<file path="config.mk">
export PLATFORM = sky130hd
export DESIGN_NAME = approx_err_monitor
export DESIGN_NICKNAME = d
export VERILOG_FILES = /design/src/rtl/approx_metrics_pkg.sv /design/src/rtl/approx_ed_stage.sv /design/src/rtl/approx_err_monitor.sv
export SDC_FILE = /design/constraint.sdc
export NUM_CORES = 1
export LEC_CHECK = 0
export CORE_MARGIN = 1.5
export CORE_UTILIZATION = 34
export DETAILED_ROUTE_END_ITERATION = 16
export PLACE_DENSITY_LB_ADDON = 0.05
export SETUP_SLACK_MARGIN = 0.5
export SLEW_MARGIN = 15
export SYNTH_ARGS = -nofsm -noshare
export SYNTH_HDL_FRONTEND = slang
export SYNTH_SLANG_ARGS = --single-unit
</file>
<file path="constraint.sdc">
create_clock -name clk -period 3.97 [get_ports clk]
set_input_delay 0.794 -clock clk [delete_from_list [all_inputs] [get_ports clk]]
set_output_delay 0.794 -clock clk [all_outputs]
set_load 0.05 [all_outputs]
</file>
<file path="src/rtl/approx_metrics_pkg.sv">
// Shared types and default widths for the approximate-adder error monitor.
package approx_metrics_pkg;
   localparam int N_DEF     = 16;
   localparam int CNT_W_DEF = 32;
   localparam int ACC_W_DEF = 48;

   localparam logic [ACC_W_DEF-1:0] SAT_MAX_DEF = '1;

   typedef enum logic [1:0] {S_IDLE, S_RUN, S_DRAIN, S_DONE} state_t;
endpackage

</file>
<file path="src/rtl/approx_ed_stage.sv">
// Stage 1: recompute the exact N-bit sum and register |s_approx - exact|.
module approx_ed_stage #(
   parameter int N = 16
) (
   input  logic         clk,
   input  logic         rst_n,
   input  logic         vld_in,
   input  logic [N-1:0] a,
   input  logic [N-1:0] b,
   input  logic [N-1:0] s_approx,
   output logic         vld_out,
   output logic [N-1:0] ed
);
   logic [N-1:0] exact, diff;

   // carry-out dropped on purpose: the adder under test is compared at N bits
   assign exact = a + b;
   assign diff  = (s_approx >= exact) ? (s_approx - exact) : (exact - s_approx);

   always_ff @(posedge clk or negedge rst_n) begin
      if (!rst_n) begin
         vld_out <= 1'b0;
         ed      <= '0;
      end else begin
         vld_out <= vld_in;
         if (vld_in) ed <= diff;
      end
   end
endmodule

</file>
<file path="src/rtl/approx_err_monitor.sv">
// Error-metric accumulator: count, saturating sum and max of error distance over a run.
module approx_err_monitor
   import approx_metrics_pkg::*;
#(
   parameter int N     = N_DEF,
   parameter int CNT_W = CNT_W_DEF,
   parameter int ACC_W = ACC_W_DEF
) (
   input  logic             clk,
   input  logic             rst_n,
   input  logic             start,
   input  logic [CNT_W-1:0] num_samples,
   input  logic             in_valid,
   output logic             in_ready,
   input  logic [N-1:0]     a,
   input  logic [N-1:0]     b,
   input  logic [N-1:0]     s_approx,
   output logic             busy,
   output logic             done,
   output logic [CNT_W-1:0] err_count,
   output logic [ACC_W-1:0] sum_ed,
   output logic [N-1:0]     max_ed,
   output logic [CNT_W-1:0] sample_count,
   output logic             overflow
);
   localparam logic [ACC_W-1:0] SAT_MAX = '1;

   state_t           state, state_nxt;
   logic [CNT_W-1:0] num_lat, acc_cnt;
   logic             start_ok, accept, vld1, vld2;
   logic [N-1:0]     ed1, ed2;
   logic [ACC_W:0]   sum_nxt;

   assign in_ready = (state == S_RUN) && (acc_cnt < num_lat);
   assign accept   = in_valid && in_ready;
   assign start_ok = start && (num_samples != '0) && ((state == S_IDLE) || (state == S_DONE));
   assign busy     = (state == S_RUN) || (state == S_DRAIN);
   assign done     = (state == S_DONE);

   always_comb begin
      state_nxt = state;
      case (state)
         S_IDLE, S_DONE: if (start_ok) state_nxt = S_RUN;
         S_RUN:          if (accept && (acc_cnt == num_lat - CNT_W'(1))) state_nxt = S_DRAIN;
         // stage 2 content lands on the same edge we leave DRAIN
         S_DRAIN:        if (!vld1) state_nxt = S_DONE;
         default:        state_nxt = S_IDLE;
      endcase
   end

   always_ff @(posedge clk or negedge rst_n) begin
      if (!rst_n) begin
         state   <= S_IDLE;
         num_lat <= '0;
         acc_cnt <= '0;
      end else begin
         state <= state_nxt;
         if (start_ok) begin
            num_lat <= num_samples;
            acc_cnt <= '0;
         end else if (accept) begin
            acc_cnt <= acc_cnt + CNT_W'(1);
         end
      end
   end

   approx_ed_stage #(.N(N)) u_ed (
      .clk      (clk),
      .rst_n    (rst_n),
      .vld_in   (accept),
      .a        (a),
      .b        (b),
      .s_approx (s_approx),
      .vld_out  (vld1),
      .ed       (ed1)
   );

   always_ff @(posedge clk or negedge rst_n) begin
      if (!rst_n) begin
         vld2 <= 1'b0;
         ed2  <= '0;
      end else begin
         vld2 <= vld1;
         if (vld1) ed2 <= ed1;
      end
   end

   assign sum_nxt = {1'b0, sum_ed} + (ACC_W+1)'(ed2);

   always_ff @(posedge clk or negedge rst_n) begin
      if (!rst_n) begin
         err_count    <= '0;
         sum_ed       <= '0;
         max_ed       <= '0;
         sample_count <= '0;
         overflow     <= 1'b0;
      end else if (start_ok) begin
         err_count    <= '0;
         sum_ed       <= '0;
         max_ed       <= '0;
         sample_count <= '0;
         overflow     <= 1'b0;
      end else if (vld2) begin
         sample_count <= sample_count + CNT_W'(1);
         if (ed2 != '0)    err_count <= err_count + CNT_W'(1);
         if (ed2 > max_ed) max_ed    <= ed2;
         if (sum_nxt[ACC_W]) begin
            sum_ed   <= SAT_MAX;
            overflow <= 1'b1;
         end else begin
            sum_ed <= sum_nxt[ACC_W-1:0];
         end
      end
   end
endmodule
</file>
* Word level (Yosys, flattened, before mapping)
Cells that the tools add are included.
Cells by class: multiplexer cells 21, divide/modulo/power cells 0, shift-type cells 0, add/subtract/negate cells 8, multiply operators 0, equal/unequal tests 7, bitwise operators 0, reductions and logical operators 20, magnitude comparators 3
Operator list (count):
- $mux W32 | 7
- $mux W48 | 3
- $add A32 B1 Y32 const B | 3
- $mux W16 | 4
- $add A48 B16 Y49 | 1
- $eq A32 B32 Y1 | 1
- $lt A32 B32 Y1 | 1
- $reduce_bool A32 Y1 | 1
- $sub A16 B16 Y16 | 2
- $sub A32 B1 Y32 const B | 1
- $add A16 B16 Y16 | 1
- $ge A16 B16 Y1 | 1
- $gt A16 B16 Y1 | 1
- $reduce_bool A16 Y1 | 1
- $reduce_bool A2 Y1 | 5
- $mux W2 | 3
- $pmux W2 S3 | 1
- $reduce_and A2 Y1 | 3
- $logic_and A1 B1 Y1 | 5
- $eq A2 B2 Y1 const B | 2
- $ne A2 B2 Y1 const B | 2
- $mux W1 | 3
- $reduce_and A3 Y1 | 1
- $eq A2 B1 Y1 const B | 1
- other kinds (4) | 5
Storage, ports and cells: input port bits 84, logic and storage cells 71, memories 0, bits in latches 0, output and inout bits 132, memory bits (read-only) 0, register bits after elaboration 229, RAM bits 0

* Depth between registers and ports, before layout
depth after elaboration 6, gate-level depth with buffers 22, gate-level depth less buffers 20

* Hierarchy
A second synthesis with hierarchy kept.
Unflattened totals: cell total of the unflattened synthesis 1766, area, all modules 15588.7 um^2
By module, submodules not included:
- approx_err_monitor | sequential area each 5305.1 um^2, area an instance 12645.9 um^2, cells an instance 1391, times used 1
- approx_ed_stage | sequential area each 425.4 um^2, area an instance 2942.8 um^2, cells an instance 375, times used 1

* Worst setup path after synthesis
OpenSTA, ideal clock, no wires.
kind input-to-reg, start point input port a[0], end point register u_ed.ed[14], buffers on the path 1, setup slack -0.988 ns, stages on the path 21, setup time 0.125 ns, data required time 3.845 ns, arrival 4.833 ns, path through ha_1 -> fa_1 -> a21o_1 -> a21oi_1 -> o21bai_1 -> a211o_1 -> nand3_1 -> nand2_1 -> nor2_1 -> xnor2_1 -> ha_1 -> clkbuf_1 -> nand4_1 -> nor2_1 -> a311oi_1 -> a31oi_1 -> a211oi_2 -> mux2_2 -> a31oi_1 -> xnor2_1 -> mux2_2
On the way: longest elaborated chain between the ends 3, elaborated cells between the ends (all ways) 5, classes of those cells add/sub (3); order compare (1); mux (1)
Ends and longest elaborated chain:
- from (decl) | RTL line approx_err_monitor.sv:15 | input logic [N-1:0] a,
- $add A16 B16 Y16 * | RTL line approx_ed_stage.sv:17 | assign exact = a + b;
- $sub A16 B16 Y16 or $ge A16 B16 Y1 (tied branches) | RTL line approx_ed_stage.sv:18 | assign diff = (s_approx >= exact) ? (s_approx - exact) : (exact - s_approx);
- $mux W16 * | RTL line approx_ed_stage.sv:18
- to (signal assigned) | RTL line approx_ed_stage.sv:26 | if (vld_in) ed <= diff;
- to (decl) | RTL line approx_ed_stage.sv:12 | output logic [N-1:0] ed
Mark *: on every way between the ends. The rest lies on a longest branch, timed or not. A chain may end at the register's enable or synchronous reset.

* Worst setup path in the final report
start point input port a[2], end point register u_ed.ed[5]
The elaborated chain is that of the path after synthesis.

==> impl_metrics.yaml <==
timing:
  rsz0062_at_grt: "true"
  fin_hold_ws_ns: 0.2334
  fmax_mhz: 239.2
  max_slew_margin_pct: 30.71
  finalSetupViolations: 14
  drv_slew: 0
  hold_violations: 0
  fin_crit_sh_pct: 105.3
  fin_skew_ns: 0.01647
  fin_crit_ns: 4.181
  tightestPinTransition_ns: 1.039
  fin_setup_tns_ns: -1.656
  finalWorstSetupSlack_ns: -0.2108
routing:
  avgRoutedWirePerCell_microns: 17.33
  ant_nets: 0
  via_per_inst: 5.135
  highest_layer: "met4"
  wl_met1_mm: 20.55
  wl_met3_mm: 1.361
  drc: 0
  drt-total-wl_mm: 46.69
  via_count: 13840
  firstDrtPassIters: 5
  drt-initial-drc-count: 705
  wl_met2_mm: 23.69
global_routing:
  grt_usage_pct: 19.96
  grt_overflow_total: 0
  grt_start_max_net_pins: 123
  grt_pass1_vias: 14080
  antenna_found_initial: 0
  grt_pass1_wl_mm: 75.96
place:
  gp_congestion: 0.8832
  place_ws_ns: -1.486
  dp.cells: 2615
  io_buffers: 215
  dpl_cell_area_sq_um: 19150
  dp_hpwl_mm: 34.87
setup_path:
  start_kind: "input pin"
  cpLargestDelayFamily: "compound AO/OA/AOI/OAI gates"
  critPathMaxStageDelay_ns: 0.31
  cp.buffers_inverters: 3
  crit_fanout: 5
  critPathArrivalTime_ns: 4.62
  crit_chain: "dlygate4sd2_1 > ha_4 > buf_6 > a21o_1 > a21oi_4 > o21bai_4 > a211o_1 > nand3_2 > nand2_1 > nor2_1 > xnor2_1 > ha_1 > nand4_1 > nor2_1 > a311oi_2 > a31oi_2 > a211oi_4 > buf_6 > mux2_4 > a31oi_4 > xor2_1 > o21ai_1"
  crit_type: "input pin to flop"
  endpoint_kind: "flop"
  worstPathRequired_ns: 4.41
  cpMaxStageDelayCell: "a211oi_4"
finish:
  drive_gt1_share_pct: 15.13
  syn2layout_area_growth_pct: 34.16
  layoutNonFillerInstCount: 2694
  diodes: 0
  final_util_pct: 46.50
  finalInstanceArea_sq_um: 20700
  nets: 2289
  fill_cells: 4403
synthesis:
  syn-cell-area_sq_um: 15430
  synthTopCellsByArea: "dfrtp_1, ha_1, xor2_1"
  synth_seq_area_share_pct: 37.14
  synth_warnings: 0
  synth.distinct_cells: 84
  synth_edf_count: 0
  syn_inst: 1743
  synth_nets: 1949
  synth_area_per_cell_sq_um: 8.852
  yosys.area.top_type: "dfrtp_1"
  synthTopCellsByCount: "dfrtp_1, nor2_1, nand2_1"
  yosysTopAreaCellShare_pct: 37.14
  synthArstFlopShare_pct: 100.0
  synth.most_common_cell: "dfrtp_1"
  ys_ff_latch: 229
  ys.flop_type: "dfrtp_1"
cts:
  clock-sinks: 229
  ctsLongestPathBuffers: 3
  postCtsHoldBufs: 0
  cts-htree-levels: 1
  cts_tree: "yes"
  root_buffer: "clkbuf_16"
  cts_buffers: 29
  cts.reportedPaths.clkPinSlew_ns: 0.06
  clk_latency_ns: 0.57
power_and_ir_drop:
  power.density_nw_per_um2: 583.8
  vdd_drop_max_v: 0.0004408
  total_power_mw: 12.08
  p_leak_nw: 9.132
floorplanning:
  num_rows: 77
  die_area_sq_um: 46660
  fp.dieH_microns: 216.0
  io_pins: 216
  core-area_sq_um: 44510
  die_w_microns: 216.0
  start_util_pct: 34.66
flow_run:
  cap_violations: 0
status:
  violations: "negative setup slack"
  status: "finished, violations left"
min_path:
  worstHoldPathType: "input pin to asynchronous set/reset pin"
-- cell usage in the layout (no fill, tap or decap), types with 34 or more instances in the layout --
cell type / instances
inv_1: 110
nand2_1: 146
o21ai_0: 109
xnor2_1: 83
ha_1: 113
a21oi_1: 121
xor2_1: 102
nand4_1: 48
and3_1: 34
clkdlybuf4s50_1: 205
dfrtp_1: 221
nor2_1: 151
buf_4: 144
nor3_1: 34
nand3_1: 74
-- registers in the layout (all words and copies together) (netlist names) --
signal / flops
sum_ed: 48
acc_cnt: 32
err_count: 32
num_lat: 32
sample_count: 32
ed2: 16
max_ed: 16
u_ed.ed: 16
state: 2
overflow: 1
u_ed.vld_out: 1
vld2: 1
-- layout make-up --
cell class	instances	area, sq um	area share [%]
multi-input cells	1333	9373	45.28
flip-flops and latches	229	5741	27.73
repair buffers	375	3468	16.76
clock buffers	44	872.1	4.213
well taps	592	740.7	3.579
inverters	115	431.7	2.085
clock inverters	6	72.57	0.3506
-- path summary, 6_finish.rpt --
| path | startpoint | endpoint | slack (ns) | depth (start not counted) |
|---|---|---|---|---|
| min | rst_n | num_lat[9] | 0.23 | 1 |
| min reg2reg | u_ed.ed[7] | u_ed.ed[7] | 0.48 | 2 |
| min in group clk | u_ed.ed[7] | u_ed.ed[7] | 0.48 | 2 |
| max reg2reg | vld2 | err_count[31] | 0.72 | 9 |
| max | a[2] | u_ed.ed[5] | -0.21 | 22 |
| max in group asynchronous | rst_n | sum_ed[7] | 2.74 | 2 |
-- routing by layer --
metal	GRT usage, %	vias to the layer above
li1	-	6819
met1	25.18	6732
met2	36.17	215
met3	2.269	69
met4	4.792	0
met5	0	-
-- logic make-up after synthesis --
kind of cell | after synthesis | synth area share (%)
and+or+nand+nor | 609 | 20.24
AOI/OAI and AO/OA | 378 | 14.81
DFF | 229 | 37.14
xor gates and xnor gates | 185 | 10.50
buffers and inverters | 181 | 4.533
adders and majority gates | 122 | 10.09
muxes | 39 | 2.684
-- power by group --
part | leakage, nW | switching (mW) | total, mW | internal (mW)
Combinational | 5.61 | 3.51 | 5.93 | 2.42
Clock | 0.465 | 1.06 | 2.63 | 1.57
Sequential | 3.06 | 0.676 | 3.52 | 2.84
-- worst register-to-register path, stage by stage (launching register included) --
cell	delay [ns]
dfrtp_1	0.65
inv_1	0.27
a41oi_1	0.25
buf_4	0.20
nor2_1	0.08
nor2_1	0.40
nor2b_1	0.64
nand3_1	0.18
or3_1	0.37
a21oi_1	0.14
-- timing repair --
item / 4_1_cts / 5_1_grt
pin swaps: 38 / 46
gates resized for setup: 64 / 46
buffers inserted: 8 / 21
setup endpoints to repair: 39 / 42
Note: power is estimated with default switching activity, not from simulation.
